### src/rtl/bit_calc_serial.sv
// Digit-serial bitwise/shift unit: SLICE bits per clock through one narrow
// slice datapath, START/BUSY/DONE handshake, registered result and flag.
module bit_calc_serial #(
    parameter int WIDTH = 16,
    parameter int SLICE = 4
) (
    input  logic             CLK,
    input  logic             RST_N,
    input  logic             START,
    input  logic [2:0]       SEL,
    input  logic [WIDTH-1:0] IN1,
    input  logic [WIDTH-1:0] IN2,
    input  logic             FLG_IN,
    output logic [WIDTH-1:0] OUT,
    output logic             FLG_OUT,
    output logic             BUSY,
    output logic             DONE
);

    localparam int N  = WIDTH / SLICE;
    localparam int CW = (N > 1) ? $clog2(N) : 1;
    localparam logic [CW-1:0] LAST = CW'(N - 1);

    if ((WIDTH % SLICE) != 0 || WIDTH < SLICE || SLICE < 1) begin : g_bad_cfg
        $error("bit_calc_serial: WIDTH must be a nonzero multiple of SLICE");
    end

    localparam logic [1:0] S_IDLE = 2'd0;
    localparam logic [1:0] S_RUN  = 2'd1;
    localparam logic [1:0] S_DONE = 2'd2;

    localparam logic [2:0] OP_PASS = 3'b000;
    localparam logic [2:0] OP_OR   = 3'b001;
    localparam logic [2:0] OP_AND  = 3'b010;
    localparam logic [2:0] OP_XOR  = 3'b011;
    localparam logic [2:0] OP_NOT  = 3'b100;
    localparam logic [2:0] OP_ANDN = 3'b101;
    localparam logic [2:0] OP_SHL  = 3'b110;
    localparam logic [2:0] OP_SHR  = 3'b111;

    logic [1:0]       state;
    logic [CW-1:0]    cnt;
    logic [2:0]       sel_q;
    logic [WIDTH-1:0] a_q;
    logic [WIDTH-1:0] b_q;
    logic [WIDTH-1:0] res;
    logic             carry;
    logic             zacc;

    logic [CW-1:0]    idx;
    int               base;
    logic [SLICE-1:0] a_s;
    logic [SLICE-1:0] b_s;
    logic [SLICE-1:0] r_s;
    logic             carry_nx;
    logic             zacc_nx;
    logic             flg_nx;
    logic [WIDTH-1:0] res_nx;

    always_comb begin
        // SHR walks MSB slice first so the carry moves downward
        idx = (sel_q == OP_SHR) ? (LAST - cnt) : cnt;
        base = int'(idx) * SLICE;
        a_s = a_q[base +: SLICE];
        b_s = b_q[base +: SLICE];
        r_s = '0;
        carry_nx = carry;
        unique case (sel_q)
            OP_PASS: r_s = b_s;
            OP_OR:   r_s = a_s | b_s;
            OP_AND:  r_s = a_s & b_s;
            OP_XOR:  r_s = a_s ^ b_s;
            OP_NOT:  r_s = ~b_s;
            OP_ANDN: r_s = a_s & ~b_s;
            OP_SHL: begin
                r_s = (b_s << 1) | SLICE'(carry);
                carry_nx = b_s[SLICE-1];
            end
            OP_SHR: begin
                r_s = (b_s >> 1) | (SLICE'(carry) << (SLICE - 1));
                carry_nx = b_s[0];
            end
            default: r_s = '0;
        endcase
        zacc_nx = zacc & (r_s == '0);
        res_nx = res;
        res_nx[base +: SLICE] = r_s;
        // Pass keeps FLG_IN in the untouched carry register
        unique case (sel_q)
            OP_PASS:        flg_nx = carry;
            OP_OR:          flg_nx = 1'b1;
            OP_SHL, OP_SHR: flg_nx = carry_nx;
            default:        flg_nx = zacc_nx;
        endcase
    end

    always_ff @(posedge CLK or negedge RST_N) begin
        if (!RST_N) begin
            state   <= S_IDLE;
            cnt     <= '0;
            sel_q   <= '0;
            a_q     <= '0;
            b_q     <= '0;
            res     <= '0;
            carry   <= 1'b0;
            zacc    <= 1'b1;
            OUT     <= '0;
            FLG_OUT <= 1'b0;
        end else begin
            unique case (state)
                S_IDLE: begin
                    if (START) begin
                        sel_q <= SEL;
                        a_q   <= IN1;
                        b_q   <= IN2;
                        carry <= FLG_IN;
                        cnt   <= '0;
                        zacc  <= 1'b1;
                        res   <= '0;
                        state <= S_RUN;
                    end
                end
                S_RUN: begin
                    res   <= res_nx;
                    carry <= carry_nx;
                    zacc  <= zacc_nx;
                    if (cnt == LAST) begin
                        cnt     <= '0;
                        OUT     <= res_nx;
                        FLG_OUT <= flg_nx;
                        state   <= S_DONE;
                    end else begin
                        cnt <= cnt + CW'(1);
                    end
                end
                S_DONE: state <= S_IDLE;
                default: state <= S_IDLE;
            endcase
        end
    end

    assign BUSY = (state != S_IDLE);
    assign DONE = (state == S_DONE);

endmodule

### config.mk
export PLATFORM = sky130hd
export DESIGN_NAME = bit_calc_serial
export DESIGN_NICKNAME = d
export VERILOG_FILES = /design/src/rtl/bit_calc_serial.sv
export SDC_FILE = /design/constraint.sdc
export NUM_CORES = 1
export LEC_CHECK = 0
export ABC_CLOCK_PERIOD_IN_PS = 2930
export CAP_MARGIN = 30
export CELL_PAD_IN_SITES_DETAIL_PLACEMENT = 0
export CELL_PAD_IN_SITES_GLOBAL_PLACEMENT = 1
export CORE_MARGIN = 2
export CORE_UTILIZATION = 37
export CTS_CLUSTER_DIAMETER = 60
export CTS_CLUSTER_SIZE = 30
export DETAILED_ROUTE_END_ITERATION = 8
export PLACE_DENSITY_LB_ADDON = 0.1
export SYNTH_ARGS = -nofsm -noshare
export SYNTH_HDL_FRONTEND = slang
export SYNTH_SLANG_ARGS = --single-unit
### constraint.sdc
create_clock -name CLK -period 2.93 [get_ports CLK]
set_input_delay 0.586 -clock CLK [delete_from_list [all_inputs] [get_ports CLK]]
set_output_delay 0.586 -clock CLK [all_outputs]
set_load 0.01 [all_outputs]
==> flow_metrics.tcl, run 1 <==
set metrics [dict create \
    pwr-share-seq_pct 23.9 \
    max_slew_margin_pct 39.5 \
    path_clk_slew_ns 0.08 \
    syn_to_final_growth_pct 41.6 \
    antenna_cells 0 \
    cts_buffers 9 \
    cp_max_fo 6 \
    grt-ovfl-total 0 \
    die_x_um 110 \
    grt_max_degree 40 \
    final_area_um2 5850 \
    grt_pass1_vias 3833 \
    yosysTopAreaCell "dfrtp_1" \
    worst_slack_ns -0.101 \
    wl_met3_um 584 \
    synth_seq_cells 74 \
    synth_warnings 0 \
    async_flop_share_pct 100 \
    setup_tns_ns -0.489 \
    core_area_um2 10800 \
    synth_area_leaders "dfrtp_1 44%, nand2_1 14%, mux4_2 3.8%" \
    nNetsFinal 644 \
    dpl_worst_slack_ns -0.276 \
    port_buffers 57 \
    num_rows 38 \
    worstHoldPathType "in -> async" \
    fin_skew_ns 0.00971 \
    synth_area_per_cell_um2 8.51 \
    wl_met2_um 5310 \
    num_io_pins 58 \
    yosys_most_used_dff "dfrtp_1" \
    drv_cap 0 \
    grt_usage_pct 20.5 \
    cp.required_ns 3.22 \
    placed_cell_area_um2 5150 \
    combPwrFrac_pct 66.6 \
    status "finished, violations left" \
    avgViaCountPerCell 5.34 \
    wl_met1_um 5680 \
    leakage_nw 2.66 \
    dpl.hpwl_um 8050 \
    via_count 3982 \
    hold_viol 0 \
    r2r_cells 13 \
    powerDensity_nw_per_um2 1310 \
    root_buffer "clkbuf_8" \
    worstPathArrival_ns 3.33 \
    power_mw 7.67 \
    synth_seq_area_share_pct 44.9 \
    swShare_pct 45.0 \
    top_layer "met4" \
    synth-edff-count 0 \
    die_h_um 110 \
    worstSetupPathType "reg -> reg" \
    yosysTopAreaCellShare_pct 44.2 \
    yosys-top-cells-count "151 x nand2_1, 73 x dfrtp_1, 33 x nor2_1" \
    die-area_um2 12000 \
    rsz0062_at_grt "yes" \
    clk-insertion-delay-late_ns 0.36 \
    firstDrtPassIters 5 \
    antenna_found_initial 0 \
    wl_per_cell_um 15.7 \
    post-route-period-util_pct 103 \
    tightest_slew_ns 0.908 \
    finalWirelength_um 11700 \
    drc 0 \
    finish.utilization_pct 53.9 \
    grt_pass1_wl_um 18900 \
    ir_drop_v 0.000601 \
    cts_tree "done" \
    clkPwrFrac_pct 9.5 \
    p_switching_mw 3.45 \
    worst_setup_path_end_kind "flip-flop" \
    clock.fmax_ghz 0.330 \
    syn_area_um2 4130 \
    ys_types 63 \
    drt_iter0_markers 187 \
    power.internal_mw 4.22 \
    worstSetupStartpointType "flip-flop" \
    period_needed_ns 3.03 \
    fillCellCount 1035 \
    clock_sinks 74 \
    routabilityCongestion 0.825 \
    netlist_instances 485 \
    violations "setup timing" \
    htreeDepth 3 \
    yosysMostFrequentCell "nand2_1" \
    setup_viol 11 \
    syn-num-nets 529 \
    drive_above_1_share_pct 27.1 \
    initial_core_util_pct 38.1 \
    drv_slew 0 \
    cts_max_path_buffers 2 \
    postRouteAntennaNets 0 \
]
[stage by stage]
stage                     hold slack [ns]  std cells
after floorplan                     0.290        485
after global placement              0.458        707
after detailed placement            0.465        707
after CTS                           0.164        739
after global routing                0.182        745
final                               0.164        745
[logic make-up (layout without fill, tap and decap cells)]
logic type / count (synthesis) / count (layout) / synth area share (%)
AO/OA/AOI/OAI: 116 / 116 / 18.7
adder cells (fa/ha/maj): 5 / 5 / 1.52
buffers and inverters: 41 / 159 / 4.73
flip-flops: 74 / 74 / 44.9
multiplexers: 11 / 11 / 5.21
AND/OR/NAND/NOR: 238 / 240 / 24.9
[power by group through the flow]
stage	clock, mW	sequential (mW)	combinational (mW)
global route	0.795	1.90	5.57
detailed placement	0	1.81	3.97
floorplan	0	1.73	2.43
global placement	0	1.80	3.92
finish	0.727	1.83	5.11
CTS	0.747	1.81	4.44
[path summary, 6_finish.rpt]
path	start	endpoint	slack (ns)
setup reg to reg	sel_q[1]$_DFFE_PN0P_	FLG_OUT$_DFFE_PN0P_	-0.10
max in group asynchronous	RST_N	state[0]$_DFFE_PN0P_	2.14
hold / removal	RST_N	b_q[9]$_DFFE_PN0P_	0.16
setup / recovery	sel_q[1]$_DFFE_PN0P_	FLG_OUT$_DFFE_PN0P_	-0.10
min in group CLK	res[10]$_DFFE_PN0P_	res[10]$_DFFE_PN0P_	0.48
hold reg to reg	res[10]$_DFFE_PN0P_	res[10]$_DFFE_PN0P_	0.48
[routing by layer]
layer	up-vias	GRT usage, %
met2	101	32.0
met4	0	5.15
met1	1922	29.2
met3	12	4.03
li1	1947	-
met5	-	0
[cells in the final DEF, fill, tap and decap left out, types with 5 or more instances in the layout]
master	count
o21ai_1	6
nand2_1	146
a21o_1	6
dfrtp_1	69
clkbuf_8	9
a22o_1	8
buf_4	63
nor2_1	31
o21ai_0	20
clkdlybuf4s50_1	56
a21oi_1	22
o21ai_2	8
nor3_1	14
mux4_2	7
buf_6	10
a221oi_2	5
inv_1	6
and3_1	6
[what timing repair did]
item / CTS / global route
endpoints found under the setup margin: 29 / 33
gates resized for setup: 35 / 49
cloned: 1 / 1
pin swaps: 26 / 23
hold buffers: 0 / 0
setup buffers: 15 / 6
[sequential cells by signal, indices dropped and copies added (netlist names)]
register,flops
FLG_OUT,1
OUT,16
a_q,16
b_q,16
carry,1
cnt,2
res,16
sel_q,3
state,2
zacc,1
[critical path, cell delays in order (launching register included)]
cell and delay (ns):
dfrtp_2 0.45, and3_4 0.27, buf_6 0.11, mux4_2 0.30, o21ai_2 0.14, a21o_1 0.17
ha_4 0.22, nand2_1 0.06, o21ai_1 0.05, a21oi_1 0.12, a21oi_1 0.09, a311o_1 0.37
or4b_4 0.49, o21ai_2 0.13
[area by class of cell]
class                      instances  area [um2]  share of cell area [%]
clock buffer                      11         131                    2.25
multi-input combinational        372        2410                    41.2
sequential                        74        1860                    31.8
clock inverter                     5        40.0                   0.685
inverter                          11        43.8                   0.749
timing repair buffer             132        1190                    20.4
tap                              140         175                    3.00
No activity file was read; power rests on OpenSTA's default activity.
==> run 2, diff against run 1 <==
--- a/config.mk
+++ b/config.mk
@@ -12,8 +12,8 @@
 export CORE_MARGIN = 2
 export CORE_UTILIZATION = 37
 export CTS_CLUSTER_DIAMETER = 60
-export CTS_CLUSTER_SIZE = 30
 export DETAILED_ROUTE_END_ITERATION = 8
+export GPL_TIMING_DRIVEN = 0
 export PLACE_DENSITY_LB_ADDON = 0.1
 export SYNTH_ARGS = -nofsm -noshare
 export SYNTH_HDL_FRONTEND = slang
==> run 2 against run 1 <==
Against the previous run:
- the flow still finishes with violations (setup timing)
- register-to-register slack worse by 0.10 ns
- first-iteration DRC count grew 36%
- largest cell class unchanged
- total power rose by 5.7%
- worst hold slack got worse by 0.0064 ns
- via count is 1.0% higher
- critical path depth increased by 5
- global-route usage increased by 1.6 points
- sequential share of layout area down 0.082 points
==> flow_metrics.tcl, run 2 (synthesis results as in run 1) <==
set metrics [dict create \
    status "finished, violations left" \
    violations "setup timing" \
    drc 0 \
    crit_path_top_delay_cell "dfrtp_1" \
    grt_max_degree 45 \
    layout_commonest_cell "nand2_1" \
    num_io_pins 58 \
    drv_slew 0 \
    die_h_um 110 \
    worstPathArrival_ns 3.38 \
    path_cells "buf_6 > or2_1 > buf_6 > nor3_1 > or4_4 > nor2_4 > buf_4 > buf_4 > buf_4 > buf_4 > buf_4 > buf_4 > buf_4 > o21ai_2 > o2111ai_4 > buf_4 > a221oi_2 > nor2_1" \
    wl_per_cell_um 16.8 \
    hold_viol 0 \
    p_switching_mw 3.68 \
    port_buffers 57 \
    period_needed_ns 3.13 \
    r2r-start "cnt[0]$_DFFE_PN0P_" \
    r2r_setup_slack_ns -0.20 \
    leakage_nw 2.62 \
    num_rows 38 \
    max_slew_margin_pct 43.3 \
    syn_to_final_growth_pct 41.8 \
    htreeDepth 3 \
    cp.required_ns 3.18 \
    post-route-period-util_pct 107 \
    die-area_um2 12000 \
    avgViaCountPerCell 5.44 \
    cp_max_fo 6 \
    path_clk_slew_ns 0.08 \
    clock.fmax_ghz 0.319 \
    clock_sinks 74 \
    worst_setup_path_end_kind "flip-flop" \
    crit_buf_inv 10 \
    power_mw 8.11 \
    fillCellCount 1026 \
    mostFrequentLayoutCells "142 x nand2_1, 70 x dfrtp_1, 56 x clkdlybuf4s50_1" \
    fin_skew_ns 0.00921 \
    postRouteAntennaNets 0 \
    slowest_delay_ns 0.41 \
    hold_slack_ns 0.158 \
    finalWirelength_um 12400 \
    grt_pass1_vias 3921 \
    cts_hold_buf 0 \
    r2r-end "OUT[3]$_DFFE_PN0P_" \
    grt_usage_pct 22.1 \
    cts_buffers 9 \
    firstDrtPassIters 5 \
    grt-ovfl-total 0 \
    powerDensity_nw_per_um2 1390 \
    die_x_um 110 \
    ir_drop_v 0.000521 \
    combPwrFrac_pct 67.8 \
    root_buffer "clkbuf_8" \
    core_area_um2 10800 \
    dpl.hpwl_um 8350 \
    worst_slack_ns -0.204 \
    antenna_found_initial 0 \
    worstSetupStartpointType "flip-flop" \
    worstHoldPathType "in -> async" \
    r2r_cells 18 \
    setup_viol 28 \
    crit_family "buffers and inverters" \
    worst-path-stages 18 \
    drv_cap 0 \
    power.internal_mw 4.44 \
    cts_tree "done" \
    drive_above_1_share_pct 24.2 \
    swShare_pct 45.3 \
    rsz0062_at_grt "yes" \
    worstSetupPathType "reg -> reg" \
    antenna_cells 0 \
    tightest_slew_ns 0.850 \
    drt_iter0_markers 255 \
    nNetsFinal 639 \
    initial_core_util_pct 38.1 \
    clk-insertion-delay-late_ns 0.36 \
    clkPwrFrac_pct 10.1 \
    cp_common_cell "buf_4" \
    via_count 4022 \
    pwr-share-seq_pct 22.2 \
    grt_pass1_wl_um 20100 \
    routabilityCongestion 0.828 \
    cts_max_path_buffers 2 \
]
-- run 2: what timing repair did --
item | CTS | global route
endpoints found under the hold margin | 0 | 0
gates cloned | 2 | 0
gates resized for setup | 62 | 46
endpoints found under the setup margin | 34 | 34
pin swaps | 27 | 20
buffers inserted | 40 | 3
-- run 2: power groups by stage --
| stage | clock network (mW) | logic, mW | registers (mW) |
|---|---|---|---|
| after floorplan | 0 | 2.43 | 1.73 |
| final | 0.818 | 5.50 | 1.80 |
| after global routing | 0.879 | 5.96 | 1.86 |
| after global placement | 0 | 3.46 | 1.76 |
| after CTS | 0.831 | 4.69 | 1.76 |
| after detailed placement | 0 | 3.53 | 1.77 |
-- run 2: worst max path at each step --
stage	from	to
floorplan	sel_q[2]$_DFFE_PN0P_	FLG_OUT$_DFFE_PN0P_
global placement	RST_N	OUT[7]$_DFFE_PN0P_
detailed placement	sel_q[2]$_DFFE_PN0P_	OUT[7]$_DFFE_PN0P_
CTS	cnt[1]$_DFFE_PN0P_	FLG_OUT$_DFFE_PN0P_
global route	sel_q[1]$_DFFE_PN0P_	OUT[3]$_DFFE_PN0P_
finish	cnt[0]$_DFFE_PN0P_	OUT[3]$_DFFE_PN0P_
-- run 2: per-stage QoR --
stage | area, um2 | std cells | utilization [%] | setup WS (ns) | TNS, ns
4_1_cts | 5670 | 741 | 52.3 | -0.180 | -2.51
3_5_place_dp | 4910 | 683 | 45.3 | -0.979 | -14.85
3_3_place_gp | 4880 | 682 | 45.0 | -1.40 | -116.14
2_1_floorplan | 4140 | 485 | - | -0.0267 | -0.0267
6_report | 5860 | 740 | 54.0 | -0.204 | -2.58
5_1_grt | 5860 | 740 | 54.0 | -0.343 | -6.41
-- run 2: final cells by class --
| type | instances | area [um2] | area share (%) |
|---|---|---|---|
| inverters | 11 | 41.3 | 0.705 |
| multi-input cells | 370 | 2460 | 41.9 |
| clock inverters | 6 | 66.3 | 1.13 |
| repair buffers | 103 | 967 | 16.5 |
| plain buffers | 26 | 166 | 2.84 |
| flip-flops and latches | 74 | 1860 | 31.7 |
| clock buffers | 10 | 128 | 2.18 |
| well taps | 140 | 175 | 2.99 |
-- run 2: per-layer routing --
metal | vias up | part of all wire (%) | routed length, um | track usage, %
met4 | 0 | 1.2 | 153 | 6.69
met3 | 24 | 5.4 | 676 | 3.97
met2 | 108 | 45 | 5570 | 33.1
met5 | - | 0 | 0 | 0
met1 | 1957 | 49 | 6040 | 32.5
li1 | 1933 | - | - | -
